### config.mk
export PLATFORM = sky130hd
export DESIGN_NAME = square_round_ctrl
export DESIGN_NICKNAME = d
export VERILOG_FILES = /design/src/rtl/square_game_pkg.sv /design/src/rtl/square_scanner.sv /design/src/rtl/square_round_ctrl.sv
export SDC_FILE = /design/constraint.sdc
export NUM_CORES = 1
export LEC_CHECK = 0
export BUFFER_PORTS_ARGS = -buffer_cell sky130_fd_sc_hd__buf_2
export CAP_MARGIN = 15
export CORE_ASPECT_RATIO = 0.9
export CORE_MARGIN = 1.5
export CORE_UTILIZATION = 40
export CTS_BUF_LIST = sky130_fd_sc_hd__clkbuf_2
export DETAILED_ROUTE_END_ITERATION = 7
export GPL_TIMING_DRIVEN = 0
export PLACE_DENSITY = 0.65
export SLEW_MARGIN = 30
export SYNTH_ARGS = -nofsm -noshare
export SYNTH_HDL_FRONTEND = slang
export SYNTH_SLANG_ARGS = --single-unit
### constraint.sdc
create_clock -name clk -period 6.95 [get_ports clk]
set_clock_uncertainty 0.2 [all_clocks]
set_input_delay 0.3475 -clock clk [delete_from_list [all_inputs] [get_ports clk]]
set_output_delay 0.3475 -clock clk [all_outputs]
set_load 0.01 [all_outputs]
### src/rtl/square_game_pkg.sv
// Shared types and constants for the square game round sequencer and its pixel scanner.
package square_game_pkg;

    localparam int unsigned COORD_W = 11;

    localparam logic COLOR_ERASE = 1'b0;
    localparam logic COLOR_DRAW  = 1'b1;

    typedef enum logic [2:0] {
        StIdle,
        StReq,
        StWaitLoc,
        StErase,
        StDraw,
        StHold
    } round_state_t;

endpackage

### src/rtl/square_scanner.sv
// Walks a SQ_SIZE x SQ_SIZE square in row-major order and presents one pixel per step on a
// valid/ready write port; off-screen pixels burn one cycle with valid low.
module square_scanner
    import square_game_pkg::*;
#(
    parameter int unsigned SQ_SIZE = 20,
    parameter int unsigned H_RES   = 640,
    parameter int unsigned V_RES   = 480
) (
    input  logic               clk,
    input  logic               reset_n,
    input  logic               start_i,
    input  logic [COORD_W-1:0] base_x_i,
    input  logic [COORD_W-1:0] base_y_i,
    input  logic               color_i,
    output logic               pix_valid_o,
    input  logic               pix_ready_i,
    output logic [COORD_W-1:0] pix_x_o,
    output logic [COORD_W-1:0] pix_y_o,
    output logic               pix_color_o,
    output logic               done_o
);

    localparam int unsigned OffW = (SQ_SIZE > 1) ? $clog2(SQ_SIZE) : 1;
    localparam logic [OffW-1:0] OffLast = OffW'(SQ_SIZE - 1);

    logic               active_q, active_d;
    logic [OffW-1:0]    off_x_q, off_x_d;
    logic [OffW-1:0]    off_y_q, off_y_d;
    logic [COORD_W-1:0] base_x_q, base_x_d;
    logic [COORD_W-1:0] base_y_q, base_y_d;
    logic               valid_q, valid_d;
    logic [COORD_W-1:0] x_q, x_d;
    logic [COORD_W-1:0] y_q, y_d;
    logic               color_q, color_d;

    logic               advance;
    logic               last;
    logic               load;
    logic [COORD_W-1:0] cand_x;
    logic [COORD_W-1:0] cand_y;

    always_comb begin
        active_d = active_q;
        off_x_d  = off_x_q;
        off_y_d  = off_y_q;
        base_x_d = base_x_q;
        base_y_d = base_y_q;
        valid_d  = valid_q;
        x_d      = x_q;
        y_d      = y_q;
        color_d  = color_q;
        load     = 1'b0;

        // A skipped (clipped) pixel advances without waiting for the writer.
        advance = active_q && (!valid_q || pix_ready_i);
        last    = (off_x_q == OffLast) && (off_y_q == OffLast);
        done_o  = advance && last;

        if (start_i) begin
            active_d = 1'b1;
            base_x_d = base_x_i;
            base_y_d = base_y_i;
            color_d  = color_i;
            off_x_d  = '0;
            off_y_d  = '0;
            load     = 1'b1;
        end else if (advance) begin
            if (last) begin
                active_d = 1'b0;
                valid_d  = 1'b0;
                off_x_d  = '0;
                off_y_d  = '0;
            end else begin
                load = 1'b1;
                if (off_x_q == OffLast) begin
                    off_x_d = '0;
                    off_y_d = off_y_q + OffW'(1);
                end else begin
                    off_x_d = off_x_q + OffW'(1);
                end
            end
        end

        cand_x = base_x_d + COORD_W'(off_x_d);
        cand_y = base_y_d + COORD_W'(off_y_d);
        if (load) begin
            x_d     = cand_x;
            y_d     = cand_y;
            valid_d = (32'(cand_x) < H_RES) && (32'(cand_y) < V_RES);
        end
    end

    always_ff @(posedge clk or negedge reset_n) begin
        if (!reset_n) begin
            active_q <= 1'b0;
            off_x_q  <= '0;
            off_y_q  <= '0;
            base_x_q <= '0;
            base_y_q <= '0;
            valid_q  <= 1'b0;
            x_q      <= '0;
            y_q      <= '0;
            color_q  <= 1'b0;
        end else begin
            active_q <= active_d;
            off_x_q  <= off_x_d;
            off_y_q  <= off_y_d;
            base_x_q <= base_x_d;
            base_y_q <= base_y_d;
            valid_q  <= valid_d;
            x_q      <= x_d;
            y_q      <= y_d;
            color_q  <= color_d;
        end
    end

    assign pix_valid_o = valid_q;
    assign pix_x_o     = x_q;
    assign pix_y_o     = y_q;
    assign pix_color_o = color_q;

endmodule

### src/rtl/square_round_ctrl.sv
// Round sequencer: pick a location, erase the old square, draw the new one, then hold it
// until a hit or timeout while keeping a saturating score.
module square_round_ctrl
    import square_game_pkg::*;
#(
    parameter int unsigned SQ_SIZE     = 20,
    parameter int unsigned H_RES       = 640,
    parameter int unsigned V_RES       = 480,
    parameter int unsigned HOLD_CYCLES = 50_000_000,
    parameter int unsigned SCORE_W     = 8
) (
    input  logic               clk,
    input  logic               reset_n,
    input  logic               enable,
    input  logic               hit,
    output logic               pick_start,
    input  logic               pick_done,
    input  logic [COORD_W-1:0] pick_x,
    input  logic [COORD_W-1:0] pick_y,
    output logic               pix_valid,
    input  logic               pix_ready,
    output logic [COORD_W-1:0] pix_x,
    output logic [COORD_W-1:0] pix_y,
    output logic               pix_color,
    output logic [COORD_W-1:0] sq_x,
    output logic [COORD_W-1:0] sq_y,
    output logic               busy,
    output logic [SCORE_W-1:0] score
);

    localparam int unsigned TimerW = (HOLD_CYCLES > 1) ? $clog2(HOLD_CYCLES) : 1;
    localparam logic [TimerW-1:0] TimerLoad = TimerW'(HOLD_CYCLES - 1);

    round_state_t state_q, state_d;

    logic [COORD_W-1:0] new_x_q, new_x_d;
    logic [COORD_W-1:0] new_y_q, new_y_d;
    logic [COORD_W-1:0] sq_x_q, sq_x_d;
    logic [COORD_W-1:0] sq_y_q, sq_y_d;
    logic               drawn_q, drawn_d;
    logic [TimerW-1:0]  timer_q, timer_d;
    logic [SCORE_W-1:0] score_q, score_d;

    logic               scan_start;
    logic [COORD_W-1:0] scan_bx;
    logic [COORD_W-1:0] scan_by;
    logic               scan_color;
    logic               scan_done;
    logic               hold_exit;

    assign hold_exit = hit || (timer_q == '0);

    always_ff @(posedge clk or negedge reset_n) begin
        if (!reset_n) begin
            state_q <= StIdle;
        end else begin
            state_q <= state_d;
        end
    end

    always_comb begin
        state_d = state_q;
        unique case (state_q)
            StIdle:    if (enable) state_d = StReq;
            StReq:     state_d = StWaitLoc;
            StWaitLoc: if (pick_done) state_d = drawn_q ? StErase : StDraw;
            StErase:   if (scan_done) state_d = StDraw;
            StDraw:    if (scan_done) state_d = StHold;
            StHold:    if (hold_exit) state_d = enable ? StReq : StIdle;
            default:   state_d = StIdle;
        endcase
    end

    // Scan base is chosen so each scan latches the right corner on its start cycle.
    always_comb begin
        pick_start = 1'b0;
        busy       = 1'b1;
        scan_start = 1'b0;
        scan_bx    = sq_x_q;
        scan_by    = sq_y_q;
        scan_color = COLOR_ERASE;
        unique case (state_q)
            StIdle: busy = 1'b0;
            StReq:  pick_start = 1'b1;
            StWaitLoc: begin
                if (pick_done) begin
                    scan_start = 1'b1;
                    if (!drawn_q) begin
                        scan_bx    = pick_x;
                        scan_by    = pick_y;
                        scan_color = COLOR_DRAW;
                    end
                end
            end
            StErase: begin
                if (scan_done) begin
                    scan_start = 1'b1;
                    scan_bx    = new_x_q;
                    scan_by    = new_y_q;
                    scan_color = COLOR_DRAW;
                end
            end
            StHold:  busy = 1'b0;
            default: ;
        endcase
    end

    always_comb begin
        new_x_d = new_x_q;
        new_y_d = new_y_q;
        sq_x_d  = sq_x_q;
        sq_y_d  = sq_y_q;
        drawn_d = drawn_q;
        timer_d = timer_q;
        score_d = score_q;
        unique case (state_q)
            StWaitLoc: begin
                if (pick_done) begin
                    new_x_d = pick_x;
                    new_y_d = pick_y;
                    if (!drawn_q) begin
                        sq_x_d = pick_x;
                        sq_y_d = pick_y;
                    end
                end
            end
            StErase: begin
                if (scan_done) begin
                    sq_x_d = new_x_q;
                    sq_y_d = new_y_q;
                end
            end
            StDraw: begin
                if (scan_done) begin
                    drawn_d = 1'b1;
                    timer_d = TimerLoad;
                end
            end
            StHold: begin
                if (timer_q != '0) timer_d = timer_q - TimerW'(1);
                if (hit && (score_q != '1)) score_d = score_q + SCORE_W'(1);
            end
            default: ;
        endcase
    end

    always_ff @(posedge clk or negedge reset_n) begin
        if (!reset_n) begin
            new_x_q <= '0;
            new_y_q <= '0;
            sq_x_q  <= '0;
            sq_y_q  <= '0;
            drawn_q <= 1'b0;
            timer_q <= '0;
            score_q <= '0;
        end else begin
            new_x_q <= new_x_d;
            new_y_q <= new_y_d;
            sq_x_q  <= sq_x_d;
            sq_y_q  <= sq_y_d;
            drawn_q <= drawn_d;
            timer_q <= timer_d;
            score_q <= score_d;
        end
    end

    square_scanner #(
        .SQ_SIZE (SQ_SIZE),
        .H_RES   (H_RES),
        .V_RES   (V_RES)
    ) u_scanner (
        .clk         (clk),
        .reset_n     (reset_n),
        .start_i     (scan_start),
        .base_x_i    (scan_bx),
        .base_y_i    (scan_by),
        .color_i     (scan_color),
        .pix_valid_o (pix_valid),
        .pix_ready_i (pix_ready),
        .pix_x_o     (pix_x),
        .pix_y_o     (pix_y),
        .pix_color_o (pix_color),
        .done_o      (scan_done)
    );

    assign sq_x  = sq_x_q;
    assign sq_y  = sq_y_q;
    assign score = score_q;

endmodule

# Yosys cells after proc, flatten, opt, wreduce, memory -nomap -nowiden
# Cells that the tools add are included.
# Widths: inputs -> output; s select.
[classes]
add_sub_neg = 6
order_cmp = 2
eq_ne = 15
muxes = 45
reduce_logical = 24
[op_table]
columns = ["cell", "count"]
rows = [
  ["$mux 11", 8],
  ["$mux 26", 2],
  ["$pmux 26 s2", 1],
  ["$pmux 11 s2", 2],
  ["$mux 5", 8],
  ["$logic_not 26->1", 1],
  ["$reduce_bool 26->1", 1],
  ["$sub 26x1->26 const B", 1],
  ["$add 11x5->11", 2],
  ["$mux 3", 6],
  ["$pmux 3 s6", 1],
  ["$mux 1", 15],
  ["$ne 2x2->1 const B", 6],
  ["$lt 11x10->1 const B", 1],
  ["$lt 11x9->1 const B", 1],
  ["$add 5x1->5 const B", 2],
  ["$eq 5x5->1 const B", 2],
  ["$reduce_bool 2->1", 5],
  ["$add 8x1->8 const B", 1],
  ["$ne 8x8->1 const B", 1],
  ["$reduce_and 2->1", 4],
  ["$eq 3x2->1 const B", 2],
  ["$eq 3x3->1 const B", 2],
  ["$reduce_and 3->1", 2],
  ["other kinds (9)", 15],
]
[totals]
regBits = 139
in_bits = 28
out_inout_bits = 56
wordCells = 109

# Depth between registers and ports, before layout
[logic_depth]
ltp_word = 11
ltp_mapped = 20
depth_no_buf = 18

# By module
# A second synthesis with hierarchy kept.
[unflattened]
cells_unflattened = 680
area_unflattened_um2 = 6940.4
[by_module_without_submodules]
columns = ["module", "instances", "cells_per_inst", "area_per_inst_um2", "seq_area_each_um2"]
rows = [
  ["square_round_ctrl", 1, 398, 3915.0, 2052.0],
  ["square_scanner", 1, 282, 3025.4, 1426.4],
]

# Worst setup path after synthesis
# No wires, ideal clock.
[synth_path]
path_type = "register -> register"
from = "reg u_scanner.off_x_q[0]"
to = "reg u_scanner.x_q[10], in the netlist u_scanner.pix_x_o[10]"
setup_ns = 0.125
t_arrival_ns = 4.095
required_ns = 6.625
slack_ns = 2.530
path_stages_with_launch = 20
n_path_buf = 2
period_less_slack_ns = 4.420
path_cell_list = "dfrtp_1 > ha_1 > and4bb_2 > nand3_1 > nor2_1 > clkbuf_1 > clkbuf_1 > a222oi_1 > a21oi_1 > ha_1 > inv_1 > fa_1 > nor2b_1 > o21ai_0 > a21oi_1 > nor2_1 > nor3_1 > and3_1 > xor2_1 > mux2_2"
[synth_via]
elab_chain_len = 7
elab_cells_between_ends = 17
classes_between = "add/sub (2); eq/ne (1); mux (12); reduce/logical (2)"
[synth_lines]
columns = ["item", "line", "text"]
rows = [
  ["start, declared", "square_scanner.sv:28", "logic [OffW-1:0] off_x_q, off_x_d;"],
  ["start signal, assigned", "square_scanner.sv:97", "off_x_q <= '0;"],
  ["start signal, assigned", "square_scanner.sv:107", "off_x_q <= off_x_d;"],
  ["$eq 5x5->1 (*)", "square_scanner.sv:57", "last = (off_x_q == OffLast) && (off_y_q == OffLast);"],
  ["$logic_and 1x1->1 (*)", "square_scanner.sv:57", ""],
  ["$logic_and 1x1->1 (*)", "square_scanner.sv:58", "done_o = advance && last;"],
  ["$mux 11 / $mux 1 (equally long branches)", "square_round_ctrl.sv:96", "if (scan_done) begin"],
  ["$pmux 11 s2 / $pmux 1 s2 (equally long branches)", "--", ""],
  ["$mux 11 (*)", "square_scanner.sv:60", "if (start_i) begin"],
  ["net u_scanner.base_x_d[0]", "square_scanner.sv:30", "logic [COORD_W-1:0] base_x_q, base_x_d;"],
  ["$add 11x5->11 (*)", "square_scanner.sv:85", "cand_x = base_x_d + COORD_W'(off_x_d);"],
  ["end signal, assigned", "square_scanner.sv:102", "x_q <= '0;"],
  ["end signal, assigned", "square_scanner.sv:112", "x_q <= x_d;"],
  ["end, declared", "square_scanner.sv:33", "logic [COORD_W-1:0] x_q, x_d;"],
]
# The timed path passes the listed nets; every way through them passes the cells marked *.
# A chain may end at the register's enable or synchronous reset.

# Worst setup path after layout
# Ends and elaborated chain as after synthesis.

==> flow_summary_export.csv <==
group,metric,value,unit
timing,setup_tns,0,ns
synth,ys_warn_count,0,
timing,rsz0062_at_grt,"false",
routing,vias,5638,
clock_tree,cts_resized,0,
synth,avgSynthCellArea,9.73,µm²
routing,wire_per_inst,17.4,µm
pwr,seq_power_share,39.0,%
clock_tree,clockBufferDepth,2,
timing,hold_viol,0,
pwr,ir_worst_vdd,0.000337,V
clock_tree,clk_latency,0.72,ns
synth,synthArstFlopShare,100,%
timing,layout_min_cycle_time,6.04,ns
critical_path,critPathLaunchType,"flip-flop",
synth,yosysUniqueCellTypes,61,
pwr,p_leak,3.92,nW
grt,antenna_found_initial,1,
pwr,clkPwrFrac,16.4,%
routing,vias_per_cell,5.30,
pwr,p_per_area,402,nW/µm²
floorplanning,fp-row-count,45,
clock_tree,numCtsBuffers,17,
timing,setup_viol,0,
min_path,hold_start,"pick_x[1]",
synth,ys_seq_area_share,50.6,%
critical_path,crit_required,7.39,ns
clock_tree,htree_levels,4,
timing,post-route-period-util,87.0,%
grt,grt_max_degree,77,
run_status,status,"finished, final reports clean",
grt,grt_overflow,0,
synth,ys_ff_latch,139,
routing,first_iter_violations,455,
clock_tree,cts.sinks,139,
critical_path,cp-end-kind,"flip-flop",
critical_path,crit_arrival,6.48,ns
pwr,net-switching-power,1.36,mW
critical_path,startpoint,"u_scanner.off_x_q[0]$_DFF_PN0_",
synth,synth_edf_count,0,
critical_path,cp_num_buf_inv,3,
routing,ant_nets,0,
grt,grt.total_usage,21.4,%
grt,grt_pass1_wl,29300,µm
floorplanning,die-area,18000,µm²
routing,routed_wl,18500,µm
pwr,switching_share,41.3,%
timing,max_freq,165,MHz
final_layout,synthToLayoutAreaGrowth,18.9,%
critical_path,crit_family,"simple AND/OR/NAND/NOR gates",
synth,syn-cell-area,6870,µm²
floorplanning,io_pins,84,
pwr,intPower,1.93,mW
final_layout,final_cell_mix,"dfrtp_1, nand2_1, buf_2",
final_layout,fin_nets,882,
timing,worst_pin_slew,0.807,ns
run,cap_violations,0,
place,place_inst,1001,
grt,grt_pass1_vias,5386,
critical_path,worst-path-max-fanout,10,
floorplanning,die_y,127,µm
critical_path,max_stage_delay,0.67,ns
critical_path,path_cells,"ha_1 -> and4bb_2 -> nand3_1 -> nor2_1 -> clkbuf_1 -> clkbuf_1 -> a222oi_1 -> a21oi_1 -> ha_1 -> inv_1 -> fa_1 -> nor2b_1 -> o21ai_0 -> a21oi_1 -> nor2_1 -> nor3_1 -> and3_1 -> xor2_1 -> mux2_2",
floorplanning,initial_core_util,40.8,%
place,dp_hpwl,12800,µm
clock_tree,root_buffer,"clkbuf_2",
synth,ys.flop_type,"dfrtp_1",
critical_path,worstReg2RegStart,"u_scanner.off_x_q[0]$_DFF_PN0_",
final_layout,final_common_cell,"dfrtp_1",
pwr,p_total,3.28,mW
routing,firstDrtPassIters,5,
floorplanning,core,16800,µm²
routing,drc,0,
timing,slew_headroom,46.2,%
final_layout,stdcell_count,1063,
critical_path,crit_path_top_delay_cell,"clkbuf_1",
clock_tree,cts_tree,"built",
timing,finalMaxSlewViolations,0,
timing,hold_slack,0.148,ns
synth,syn_nets,750,
min_path,holdCritPathClass,"input port to flip-flop",
clock_tree,post_cts_buffers,0,
place,place_congestion,0.886,
clock_tree,path_clk_slew,0.25,ns
synth,netlist_instances,706,
final_layout,drive_gt1_share,18.4,%
place,io_buffers,83,
pwr,comb_power_share,44.6,%
floorplanning,fp.dieW,141,µm
critical_path,path_class,"flip-flop to flip-flop",
-- worst paths after layout --
kind | endpoint | slack (ns) | depth (start not counted)
hold / removal | new_x_q[1]$_DFFE_PN0P_ | 0.15 | 4
setup / recovery | u_scanner.pix_x_o[10]$_DFFE_PN0P_ | 0.91 | 19
hold reg to reg | new_x_q[0]$_DFFE_PN0P_ | 0.31 | 2
min in group asynchronous | u_scanner.base_y_q[5]$_DFF_PN0_ | 0.36 | 3
setup reg to reg | u_scanner.pix_x_o[10]$_DFFE_PN0P_ | 0.91 | 19
max in group asynchronous | u_scanner.base_x_q[0]$_DFF_PN0_ | 5.65 | 4
-- registers in the layout, summed over array words and instances (netlist names) --
name / count
u_scanner.pix_valid_o: 1
sq_x: 11
new_y_q: 11
u_scanner.pix_x_o: 11
u_scanner.off_x_q: 5
timer_q: 26
state_q: 3
u_scanner.base_x_q: 11
u_scanner.pix_color_o: 1
u_scanner.active_q: 1
u_scanner.off_y_q: 5
u_scanner.pix_y_o: 11
new_x_q: 11
score: 8
sq_y: 11
u_scanner.base_y_q: 11
drawn_q: 1
-- layer usage --
metal	GRT usage [%]	vias to the layer above	part of all wire, %
met5	0	-	0
met4	6.86	0	1.9
met3	4.35	25	5.0
met2	32.0	156	45
met1	31.0	2738	48
li1	-	2719	-
-- cell families (layout without fill, tap and decap cells) --
logic type | count (synthesis) | count (layout) | synth area share, %
xor+xnor | 47 | 47 | 5.99
compound gates | 125 | 125 | 12.1
fa+ha+maj | 16 | 16 | 3.13
flops | 139 | 139 | 50.6
simple gates | 283 | 283 | 19.8
mux | 29 | 29 | 4.52
other cells | 0 | 1 | 0
buf+inv | 67 | 212 | 3.81
-- power groups by stage --
stage	clock (mW)	combinational [mW]	sequential (mW)
after floorplan	0	0.932	1.32
after global placement	0	1.41	1.29
after detailed placement	0	1.44	1.30
after CTS	0.555	1.47	1.28
after global routing	0.591	1.63	1.32
final	0.539	1.46	1.28
-- cell usage after synthesis (all sizes together), types with 9 or more instances --
cell type	instances	area, µm²
dfrtp	139	3480
nand2	115	432
nor2	64	250
a21oi	53	265
inv	33	124
xnor2	27	236
clkbuf	25	93.8
xor2	20	175
o21ai	18	90.1
nand3	17	85.1
mux2	16	180
a222oi	14	140
ha	14	175
nor4	14	109
mux2i	13	130
and3	11	68.8
nor3	11	55.1
a21o	10	75.1
buf	9	43.8
-- final cells by class --
cell class | instances | area, µm²
repair buffers | 113 | 761
multi-input cells | 500 | 3130
inverters | 33 | 124
diodes | 1 | 2.50
flip-flops and latches | 139 | 3480
well taps | 211 | 264
plain buffers | 34 | 138
clock buffers | 17 | 85.1
clock inverters | 15 | 185
fillers | 1605 | 8670
-- stage by stage --
step	area, µm²	util, %	worst slack, ns
after floorplan	6870	-	2.53
after global placement	7550	44.8	1.11
after detailed placement	7590	45.1	1.04
after CTS	8170	48.5	0.988
after global routing	8170	48.5	0.452
final	8170	48.5	0.906
-- worst reg2reg max path, stage by stage (launching register included) --
cell and delay, ns:
dfrtp_1 0.45, ha_1 0.20, and4bb_2 0.32, nand3_1 0.29
nor2_1 0.63, clkbuf_1 0.54, clkbuf_1 0.68, a222oi_1 0.28
a21oi_1 0.26, ha_1 0.20, inv_1 0.06, fa_1 0.40
nor2b_1 0.12, o21ai_0 0.11, a21oi_1 0.27, nor2_1 0.10
nor3_1 0.30, and3_1 0.22, xor2_1 0.08, mux2_2 0.26
-- timing repair --
action                                  4_1_cts  5_1_grt
hold buffers                                 29        0
endpoints found under the setup margin        0        0
endpoints found under the hold margin       203        0
(Power assumes the default switching activity.)
